[src/rtl/dma_bus_arbiter_pkg.sv]
// Shared widths, buffer-ring geometry and FSM encodings for the DMA bus arbiter.
// Used by both the default build and the DMA_STATS_EN build.
package dma_bus_arbiter_pkg;

   localparam int WORD_SIZE   = 16;
   localparam int BUF_SLOTS   = 4;
   localparam int MAX_PENDING = 3;
   localparam int STAT_W      = 16;

   localparam int PEND_W = $clog2(MAX_PENDING + 1);
   localparam int SLOT_W = (BUF_SLOTS > 1) ? $clog2(BUF_SLOTS) : 1;

   localparam logic [WORD_SIZE-1:0] DMA_BASE   = 16'h000b;
   localparam logic [WORD_SIZE-1:0] DMA_LENGTH = 16'd12;

   localparam logic [2:0] ST_IDLE    = 3'd0;
   localparam logic [2:0] ST_START   = 3'd1;
   localparam logic [2:0] ST_WAIT_BR = 3'd2;
   localparam logic [2:0] ST_HOLD    = 3'd3;
   localparam logic [2:0] ST_GRANT   = 3'd4;
   localparam logic [2:0] ST_RELEASE = 3'd5;

   // Slot stride equals the transfer length, so buffers pack back to back.
   function automatic logic [WORD_SIZE-1:0] slot_address(input logic [SLOT_W-1:0] slot);
      return DMA_BASE + WORD_SIZE'(slot) * DMA_LENGTH;
   endfunction

   function automatic logic [SLOT_W-1:0] next_slot(input logic [SLOT_W-1:0] slot);
      return (slot == SLOT_W'(BUF_SLOTS - 1)) ? '0 : slot + SLOT_W'(1);
   endfunction

endpackage

[src/rtl/dma_bus_arbiter_if.sv]
// CPU/DMA handshake bundle between the arbiter (master) and its surroundings (slave).
// DMA_STATS_EN adds the xfer_count / stolen_cycles statistics outputs.
interface dma_bus_arbiter_if;
   import dma_bus_arbiter_pkg::*;

   logic                 ext_irq;
   logic                 cpu_mem_busy;
   logic                 br;
   logic                 dma_end;
   logic                 bg;
   logic                 begin_dma;
   logic [WORD_SIZE-1:0] target_address;
   logic [WORD_SIZE-1:0] length;
   logic                 cpu_bus_hold;
   logic                 dma_busy;
   logic [PEND_W-1:0]    pending_cnt;
   logic                 irq_overflow;
   logic                 dma_abort;
`ifdef DMA_STATS_EN
   logic [STAT_W-1:0]    xfer_count;
   logic [STAT_W-1:0]    stolen_cycles;

   modport master (
      input  ext_irq, cpu_mem_busy, br, dma_end,
      output bg, begin_dma, target_address, length, cpu_bus_hold, dma_busy,
             pending_cnt, irq_overflow, dma_abort, xfer_count, stolen_cycles
   );

   modport slave (
      output ext_irq, cpu_mem_busy, br, dma_end,
      input  bg, begin_dma, target_address, length, cpu_bus_hold, dma_busy,
             pending_cnt, irq_overflow, dma_abort, xfer_count, stolen_cycles
   );
`else
   modport master (
      input  ext_irq, cpu_mem_busy, br, dma_end,
      output bg, begin_dma, target_address, length, cpu_bus_hold, dma_busy,
             pending_cnt, irq_overflow, dma_abort
   );

   modport slave (
      output ext_irq, cpu_mem_busy, br, dma_end,
      input  bg, begin_dma, target_address, length, cpu_bus_hold, dma_busy,
             pending_cnt, irq_overflow, dma_abort
   );
`endif

endinterface

[src/rtl/dma_bus_arbiter_irq_queue.sv]
// dma_irq_queue: external interrupt edge detect, saturating pending counter and
// drop (overflow) pulse. The arbiter FSM tells it when it is idle.
module dma_irq_queue
   import dma_bus_arbiter_pkg::*;
(
   input  logic              clk,
   input  logic              reset_n,
   input  logic              ext_irq,
   input  logic              in_idle,
   output logic              irq_rise,
   output logic [PEND_W-1:0] pending_cnt,
   output logic              irq_overflow
);

   localparam logic [PEND_W-1:0] PEND_MAX = PEND_W'(MAX_PENDING);

   logic              irq_q, irq_d;
   logic [PEND_W-1:0] pending_q, pending_d;
   logic              overflow_q, overflow_d;

   always_comb begin
      irq_d      = ext_irq;
      irq_rise   = ext_irq & ~irq_q;
      pending_d  = pending_q;
      overflow_d = 1'b0;
      if (in_idle) begin
         // Leaving IDLE pops one entry; a coincident edge refills it (net zero).
         if ((pending_q != '0) && !irq_rise) begin
            pending_d = pending_q - PEND_W'(1);
         end
      end else if (irq_rise) begin
         if (pending_q == PEND_MAX) begin
            overflow_d = 1'b1;
         end else begin
            pending_d = pending_q + PEND_W'(1);
         end
      end
   end

   always_ff @(posedge clk or negedge reset_n) begin
      if (!reset_n) begin
         irq_q      <= 1'b0;
         pending_q  <= '0;
         overflow_q <= 1'b0;
      end else begin
         irq_q      <= irq_d;
         pending_q  <= pending_d;
         overflow_q <= overflow_d;
      end
   end

   assign pending_cnt  = pending_q;
   assign irq_overflow = overflow_q;

endmodule

[src/rtl/dma_bus_arbiter.sv]
// CPU/DMA bus arbiter: launches a DMA transfer per interrupt, grants the bus once the
// cache is quiet, and walks a ring of buffer slots. DMA_STATS_EN adds transfer statistics.
//
//   state   | meaning
//   --------+----------------------------------------------------------
//   IDLE    | no transfer; start on an irq edge or queued interrupt
//   START   | begin_dma pulse with target/length
//   WAIT_BR | waiting for the DMA engine to request the bus
//   HOLD    | datapath stalled, waiting for the cache access to drain
//   GRANT   | bus owned by DMA; latch dma_end, leave when br drops
//   RELEASE | bus returned; advance slot on success, else flag abort
module dma_bus_arbiter
   import dma_bus_arbiter_pkg::*;
(
   input  logic               clk,
   input  logic               reset_n,
   dma_bus_arbiter_if.master  bus
);

   logic [2:0]        state_q, state_d;
   logic [SLOT_W-1:0] slot_q, slot_d;
   logic              done_q, done_d;
   logic              abort_q, abort_d;

   logic              in_idle;
   logic              irq_rise;
   logic [PEND_W-1:0] pending_cnt;
   logic              irq_overflow;

   assign in_idle = (state_q == ST_IDLE);

   dma_irq_queue u_irq_queue (
      .clk          (clk),
      .reset_n      (reset_n),
      .ext_irq      (bus.ext_irq),
      .in_idle      (in_idle),
      .irq_rise     (irq_rise),
      .pending_cnt  (pending_cnt),
      .irq_overflow (irq_overflow)
   );

   always_comb begin
      state_d = state_q;
      slot_d  = slot_q;
      done_d  = done_q;
      abort_d = 1'b0;
      case (state_q)
         ST_IDLE: begin
            if (irq_rise || (pending_cnt != '0)) state_d = ST_START;
         end
         ST_START: begin
            state_d = ST_WAIT_BR;
         end
         ST_WAIT_BR: begin
            if (bus.br) state_d = ST_HOLD;
         end
         ST_HOLD: begin
            if (!bus.br) begin
               abort_d = 1'b1;
               state_d = ST_IDLE;
            end else if (!bus.cpu_mem_busy) begin
               state_d = ST_GRANT;
            end
         end
         ST_GRANT: begin
            if (bus.dma_end) done_d = 1'b1;
            if (!bus.br) state_d = ST_RELEASE;
         end
         ST_RELEASE: begin
            if (done_q) begin
               slot_d = next_slot(slot_q);
            end else begin
               abort_d = 1'b1;
            end
            done_d  = 1'b0;
            state_d = ST_IDLE;
         end
         default: begin
            state_d = ST_IDLE;
         end
      endcase
   end

   always_ff @(posedge clk or negedge reset_n) begin
      if (!reset_n) begin
         state_q <= ST_IDLE;
         slot_q  <= '0;
         done_q  <= 1'b0;
         abort_q <= 1'b0;
      end else begin
         state_q <= state_d;
         slot_q  <= slot_d;
         done_q  <= done_d;
         abort_q <= abort_d;
      end
   end

   // Bus controls decode straight from state so reset drops them without a clock.
   assign bus.bg             = (state_q == ST_GRANT);
   assign bus.cpu_bus_hold   = (state_q == ST_HOLD) || (state_q == ST_GRANT);
   assign bus.begin_dma      = (state_q == ST_START);
   assign bus.dma_busy       = !in_idle;
   assign bus.target_address = slot_address(slot_q);
   assign bus.length         = DMA_LENGTH;
   assign bus.pending_cnt    = pending_cnt;
   assign bus.irq_overflow   = irq_overflow;
   assign bus.dma_abort      = abort_q;

`ifdef DMA_STATS_EN
   logic [STAT_W-1:0] xfer_q, xfer_d;
   logic [STAT_W-1:0] stolen_q, stolen_d;

   always_comb begin
      xfer_d   = xfer_q;
      stolen_d = stolen_q;
      if ((state_q == ST_RELEASE) && done_q) xfer_d = xfer_q + STAT_W'(1);
      if (state_q == ST_GRANT) stolen_d = stolen_q + STAT_W'(1);
   end

   always_ff @(posedge clk or negedge reset_n) begin
      if (!reset_n) begin
         xfer_q   <= '0;
         stolen_q <= '0;
      end else begin
         xfer_q   <= xfer_d;
         stolen_q <= stolen_d;
      end
   end

   assign bus.xfer_count    = xfer_q;
   assign bus.stolen_cycles = stolen_q;
`endif

endmodule
[src/flat_wrapper.sv]
// flat-port wrapper written by rule: the top's interface ports become plain ports
module dma_bus_arbiter_flat import dma_bus_arbiter_pkg::*;
  (clk, reset_n, bus_ext_irq, bus_cpu_mem_busy, bus_br, bus_dma_end, bus_bg, bus_begin_dma, bus_target_address, bus_length, bus_cpu_bus_hold, bus_dma_busy, bus_pending_cnt, bus_irq_overflow, bus_dma_abort);
  dma_bus_arbiter_if bus_i ();
  input  logic clk;
  input  logic reset_n;
  input wire logic [$bits(bus_i.ext_irq)-1:0] bus_ext_irq;
  input wire logic [$bits(bus_i.cpu_mem_busy)-1:0] bus_cpu_mem_busy;
  input wire logic [$bits(bus_i.br)-1:0] bus_br;
  input wire logic [$bits(bus_i.dma_end)-1:0] bus_dma_end;
  output wire logic [$bits(bus_i.bg)-1:0] bus_bg;
  output wire logic [$bits(bus_i.begin_dma)-1:0] bus_begin_dma;
  output wire logic [$bits(bus_i.target_address)-1:0] bus_target_address;
  output wire logic [$bits(bus_i.length)-1:0] bus_length;
  output wire logic [$bits(bus_i.cpu_bus_hold)-1:0] bus_cpu_bus_hold;
  output wire logic [$bits(bus_i.dma_busy)-1:0] bus_dma_busy;
  output wire logic [$bits(bus_i.pending_cnt)-1:0] bus_pending_cnt;
  output wire logic [$bits(bus_i.irq_overflow)-1:0] bus_irq_overflow;
  output wire logic [$bits(bus_i.dma_abort)-1:0] bus_dma_abort;
  assign bus_i.ext_irq = bus_ext_irq;
  assign bus_i.cpu_mem_busy = bus_cpu_mem_busy;
  assign bus_i.br = bus_br;
  assign bus_i.dma_end = bus_dma_end;
  assign bus_bg = bus_i.bg;
  assign bus_begin_dma = bus_i.begin_dma;
  assign bus_target_address = bus_i.target_address;
  assign bus_length = bus_i.length;
  assign bus_cpu_bus_hold = bus_i.cpu_bus_hold;
  assign bus_dma_busy = bus_i.dma_busy;
  assign bus_pending_cnt = bus_i.pending_cnt;
  assign bus_irq_overflow = bus_i.irq_overflow;
  assign bus_dma_abort = bus_i.dma_abort;
  dma_bus_arbiter u_core (.clk(clk), .reset_n(reset_n), .bus(bus_i));
endmodule
[config.mk]
export PLATFORM = sky130hd
export DESIGN_NAME = dma_bus_arbiter_flat
export DESIGN_NICKNAME = d
export VERILOG_FILES = /design/src/rtl/dma_bus_arbiter_pkg.sv /design/src/rtl/dma_bus_arbiter_if.sv /design/src/rtl/dma_bus_arbiter_irq_queue.sv /design/src/rtl/dma_bus_arbiter.sv /design/src/flat_wrapper.sv
export SDC_FILE = /design/constraint.sdc
export NUM_CORES = 1
export LEC_CHECK = 0
export BUFFER_PORTS_ARGS = -buffer_cell sky130_fd_sc_hd__buf_2
export CORE_AREA = 2 2 47 49
export DETAILED_ROUTE_END_ITERATION = 7
export DIE_AREA = 0 0 49 51
export PLACE_DENSITY = 0.78
export SETUP_SLACK_MARGIN = 0.15
export SLEW_MARGIN = 5
export SYNTH_ARGS = -nofsm -noshare
export SYNTH_HDL_FRONTEND = slang
export SYNTH_SLANG_ARGS = --single-unit
[constraint.sdc]
create_clock -name clk -period 2.75 [get_ports clk]
set_clock_uncertainty 0.1 [all_clocks]
set_input_delay 0.4125 -clock clk [delete_from_list [all_inputs] [get_ports clk]]
set_output_delay 0.4125 -clock clk [all_outputs]
set_load 0.005 [all_outputs]
# Yosys cells after proc, flatten, opt, wreduce, memory -nomap -nowiden
# Index checks and enable logic that the tools add are counted.
[totals] regBits=11 output_inout_bits=40 word_cells=60
[op_classes] addsub=4 multipliers=1 n_eq_ne=14 n_mux=19 n_bitwise=2 reduce_logical=13
[op_table] operator="$mux 3" n=5
[op_table] operator="$pmux 3 s5" n=1
[op_table] operator="$mux 2" n=5
[op_table] operator="$ne 2x2->1 const B" n=5
[op_table] operator="$add 4x6->7 const A" n=1
[op_table] operator="$eq 3x2->1 const B" n=2
[op_table] operator="$eq 3x3->1 const B" n=2
[op_table] operator="$mux 1" n=6
[op_table] operator="$reduce_bool 2->1" n=3
[op_table] operator="$add 2x1->2 const B" n=2
[op_table] operator="$eq 2x2->1 const B" n=2
[op_table] operator="$mul 2x2->4 const B" n=1
[op_table] operator="$pmux 1 s2" n=2
[op_table] operator="$reduce_and 2->1" n=2
[op_table] operator="$reduce_and 4->1" n=1
[op_table] operator="$eq 3x1->1 const B" n=1
[op_table] operator="$logic_not 3->1" n=1
[op_table] operator="$ne 3x3->1 const B" n=1
[op_table] operator="$reduce_and 3->1" n=1
[op_table] operator="$logic_not 1->1" n=2
[op_table] operator="$logic_or 1x1->1" n=2
[op_table] operator="$ne 2x1->1 const B" n=1
[op_table] operator="$sub 2x1->2 const B" n=1
[op_table] operator="$and 1x1->1" n=1
[op_table] operator="other kinds (2)" n=2

# Logic depth before layout (Yosys ltp)
[logic_depth] ltp_word=6 ltp_mapped=5 ltp_nobuf=4

# Modules after synthesis
# Synthesis repeated with hierarchy kept, for this count alone.
[unflattened] cells_unflattened=93 hier_area_um2=868.3
[modules_own_cells] mod="dma_bus_arbiter" instances=1 cells_each=77 area_per_inst_um2=683.2 seq_area_each_um2=175.2
[modules_own_cells] mod="dma_irq_queue" instances=1 cells_each=16 area_per_inst_um2=185.2 seq_area_each_um2=100.1

# Least setup slack after synthesis
# Ideal clock, no wire load.
[synth_path] kind="register to register" from="register u_core.state_q[0]" to="register u_core.state_q[1]" setup_time_ns=0.125 arrival_time_ns=1.375 required_ns=2.525 slack_ns=1.150 path_stages_with_launch=6 path_buffers=1 path_cell_list="dfrtp_1 -> buf_6 -> nor3_4 -> nand2_2 -> o311ai_2 -> mux2_4"
[synth_via] elab_chain_cells=3 word_cells_on_any_way=11 cone_classes="eq/ne: 8; mux: 1; reduce/logical: 2"
[synth_rtl] item="from (decl)" line_no="dma_bus_arbiter.sv:20" text="logic [2:0] state_q, state_d;"
[synth_rtl] item="from (signal assigned)" line_no="dma_bus_arbiter.sv:91" text="state_q <= state_d;"
[synth_rtl] item="$eq 3x2->1, or another cell as far along" line_no="dma_bus_arbiter.sv:47" text="case (state_q)"
[synth_rtl] item="$ne 3x3->1 (no line) / $ne 2x2->1 (equally long branches)"
[synth_rtl] item="$reduce_and 4->1 (no line)"
# Several ways; a longest one is shown, not always the timed one.
# A chain may end at the register's enable or synchronous reset.

# Worst setup path in the final report
[layout_path] from="register u_core.state_q[0]" to="output port bus_begin_dma"
[layout_via] elab_chain_cells=1
[layout_rtl] item="$eq 3x1->1" line_no="dma_bus_arbiter.sv:101" text="assign bus.begin_dma = (state_q == ST_START);"
[layout_rtl] item="to (decl)" line_no="flat_wrapper.sv:12" text="output wire logic [$bits(bus_i.begin_dma)-1:0] bus_begin_dma;"
# No other way between the ends.

==> metrics.md <==
| Metric | Value |
|---|---|
| Outcome | finished clean |
| FF+latch count, synth | 11 |
| Most frequent cell on the critical path | nor2b_1 |
| Layout Nets | 121 |
| Largest cells by area after synthesis | dfrtp_1, buf_4, ha_1 |
| Met1 Use GR | 0.143 |
| Average size of a mapped cell | 9.44 um^2 |
| Placed wire-length estimate | 1.05 mm |
| Top-count cell post-synth | buf_4 |
| Sink Count | 11 |
| Hold buffer count at cts | 1 |
| Root cell of the clock tree | clkbuf_4 |
| Initial core utilization | 0.421 |
| WS Path Type | flop to output port |
| Worst Reg-to-Reg Cells | 4 |
| RSZ-0062 raised after global routing | false |
| Worst path arrival time | 1.44 ns |
| CP Cell Sequence | nor2b_1, nor2b_1, buf_2 |
| Period utilization | 0.709 |
| CP endpoint kind | output port |
| Number of synthesized flops with an enable pin | 0 |
| First-pass GRT wire length | 2.19 mm |
| Distinct cell type count after synthesis | 31 |
| CP max FO | 9 |
| # resized after CTS | 0 |
| Initial antenna violation count | 0 |
| Routed WL | 1.32 mm |
| Clock transition at path regs | 0.07 ns |
| Final ANT Viol Nets | 0 |
| Delay of the slowest critical-path stage | 0.60 ns |
| Worst Hold Depth | 1 |
| Synthesized cell area | 868 um^2 |
| Largest net degree at the start of global routing | 12 |
| Setup TNS | 0 ns |
| Met2 Usage GRT | 0.187 |
| N_diodes | 0 |
| Area delta synth->final | 3.03% |
| Async set-or-reset flop fraction in the synthesized netlist | 1.00 |
| Die Ht | 51 um |
| Sequential share of the synthesized area | 0.317 |
| Vias | 599 |
| DP Worst Slack | 1.01 ns |
| CTS Buf Count | 3 |
| Max-cap violations | 0 |
| Overall Global Routing Usage | 0.120 |
| Area leader, netlist | dfrtp_1 |
| PD cells | 968 nW/um^2 |
| Die X | 49 um |
| Peak supply drop | 0.325 mV |
| Synth cell count leaders | buf_4, dfrtp_1, nor2_1, nor2b_1 |
| I/O pin cnt | 46 |
| Area of the die | 2500 um^2 |
| GRT met3 Usage | 0.0322 |
| Cell count after synthesis | 92 |
| P_leak | 0.497 nW |
| Critical Path RT | 2.24 ns |
| Min-Delay Path Class | input port to flop |
| Critical path startpoint category | flop |
| Final worst slack | 0.799 ns |
| GP Congestion | 0.750 |
| Crit path max-delay cell type | dfrtp_1 |
| DRC Markers | 0 |
| CTS tree | yes |
| Share of cells above drive strength 1 | 0.245 |
| DR pass1 iterations | 4 |
| Yosys warns | 0 |
| DR WL/cell | 9.59 um |
| Minimum clock period | 1.95 ns |
| Global route hottest layer | met2 |
| Aggregate global routing overflow | 0 |
| Endpoints failing setup | 0 |
| Top cell type's share of synthesized area | 0.317 |
| Max Slew Vio Count | 0 |
| Core Area | 2060 um^2 |
| Ys flop type | dfrtp_1 |
| Vias in the first global route | 496 |
| Longest Clk Path Bufs | 2 |
| H-tree Lvls | 1 |
| Clk Latency, worst-skew pair | 0.27 ns |
| Post-CTS Setup Bufs | 0 |
| Final Hold Fails | 0 |
| Row count | 17 |
| Iter 0 DRT Violations | 13 |
| DR vias/cell | 4.34 |
| Maximum clock rate | 513 MHz |
| Port buffer count | 18 |
layout make-up:
class,count,area (um^2)
sequential,11,275
inverter,3,11.3
multi-input combinational,73,447
clock buffer,4,26.3
tap,28,35.0
fill,216,1170
timing repair buffer,19,100
worst max-delay path, delay by kind of cell (launching register included):
kind / cells / cell delay, ns
flip-flops: 1 / 0.60
AND/OR/NAND/NOR: 2 / 0.45
buffers and inverters: 1 / 0.12
per-layer routing:
layer	part of all wire	vias to the layer above	wire length (um)
met5	0	-	0
met4	0.024	0	32
met3	0.085	4	112
met2	0.46	31	614
met1	0.43	274	564
li1	-	290	-
sequential cells by signal, summed over array words and instances (netlist names):
name and flops:
u_core.u_irq_queue.irq_q 1, u_core.done_q 1, u_core.u_irq_queue.irq_overflow 1, u_core.state_q 3, u_core.slot_q 2, u_core.bus.dma_abort 1
u_core.u_irq_queue.pending_cnt 2
worst paths after layout:
| path | startpoint | endpoint | slack [ns] |
|---|---|---|---|
| min reg2reg | u_core.slot_q[1]$_DFFE_PN0P_ | u_core.slot_q[1]$_DFFE_PN0P_ | 0.45 |
| min in group asynchronous | reset_n | u_core.slot_q[1]$_DFFE_PN0P_ | 0.44 |
| min | bus_ext_irq | u_core.u_irq_queue.irq_q$_DFF_PN0_ | 0.17 |
| max | u_core.state_q[0]$_DFFE_PN0P_ | bus_begin_dma | 0.80 |
| max in group asynchronous | reset_n | u_core.slot_q[0]$_DFFE_PN0P_ | 1.90 |
| max reg2reg | u_core.state_q[0]$_DFFE_PN0P_ | u_core.state_q[1]$_DFFE_PN0P_ | 0.99 |
power by group:
part / switching (W) / internal (W) / total, W
sequential: 0.000124 / 0.000223 / 0.000348
clock: 0.0000522 / 0.0000561 / 0.000108
combinational: 0.000186 / 0.000224 / 0.000410
cell families (layout without fill, tap and decap cells):
group | after synthesis | in the layout | synth area share
flops | 11 | 11 | 0.317
buf+inv | 33 | 26 | 0.277
simple gates | 25 | 25 | 0.184
xor+xnor | 1 | 1 | 0.0101
compound gates | 14 | 14 | 0.117
fa+ha+maj | 4 | 4 | 0.0576
other cells | 2 | 27 | 0.00865
mux | 2 | 2 | 0.0288
stage by stage:
stage | cell area (um^2) | instances | total power, W | hold WS (ns) | util
5_1_grt | 895 | 138 | 0.000953 | 0.154 | 0.434
2_1_floorplan | 962 | 117 | 0.000684 | 0.0169 | -
3_3_place_gp | 858 | 133 | 0.000741 | 0.188 | 0.416
3_5_place_dp | 858 | 133 | 0.000762 | 0.198 | 0.416
4_1_cts | 895 | 138 | 0.000875 | 0.163 | 0.434
6_report | 895 | 138 | 0.000866 | 0.169 | 0.434
layout by cell type, fill, tap and decap left out, types with 2 or more instances in the layout:
master / n
a21o_1: 2
a21oi_1: 4
buf_2: 18
clkbuf_4: 3
conb_1: 27
dfrtp_1: 11
ha_1: 4
inv_1: 3
nand2_1: 3
nand2b_1: 2
nor2_1: 5
nor2b_1: 5
nor3_1: 2
o21ai_0: 2
No activity file was read; power rests on OpenSTA's default activity.
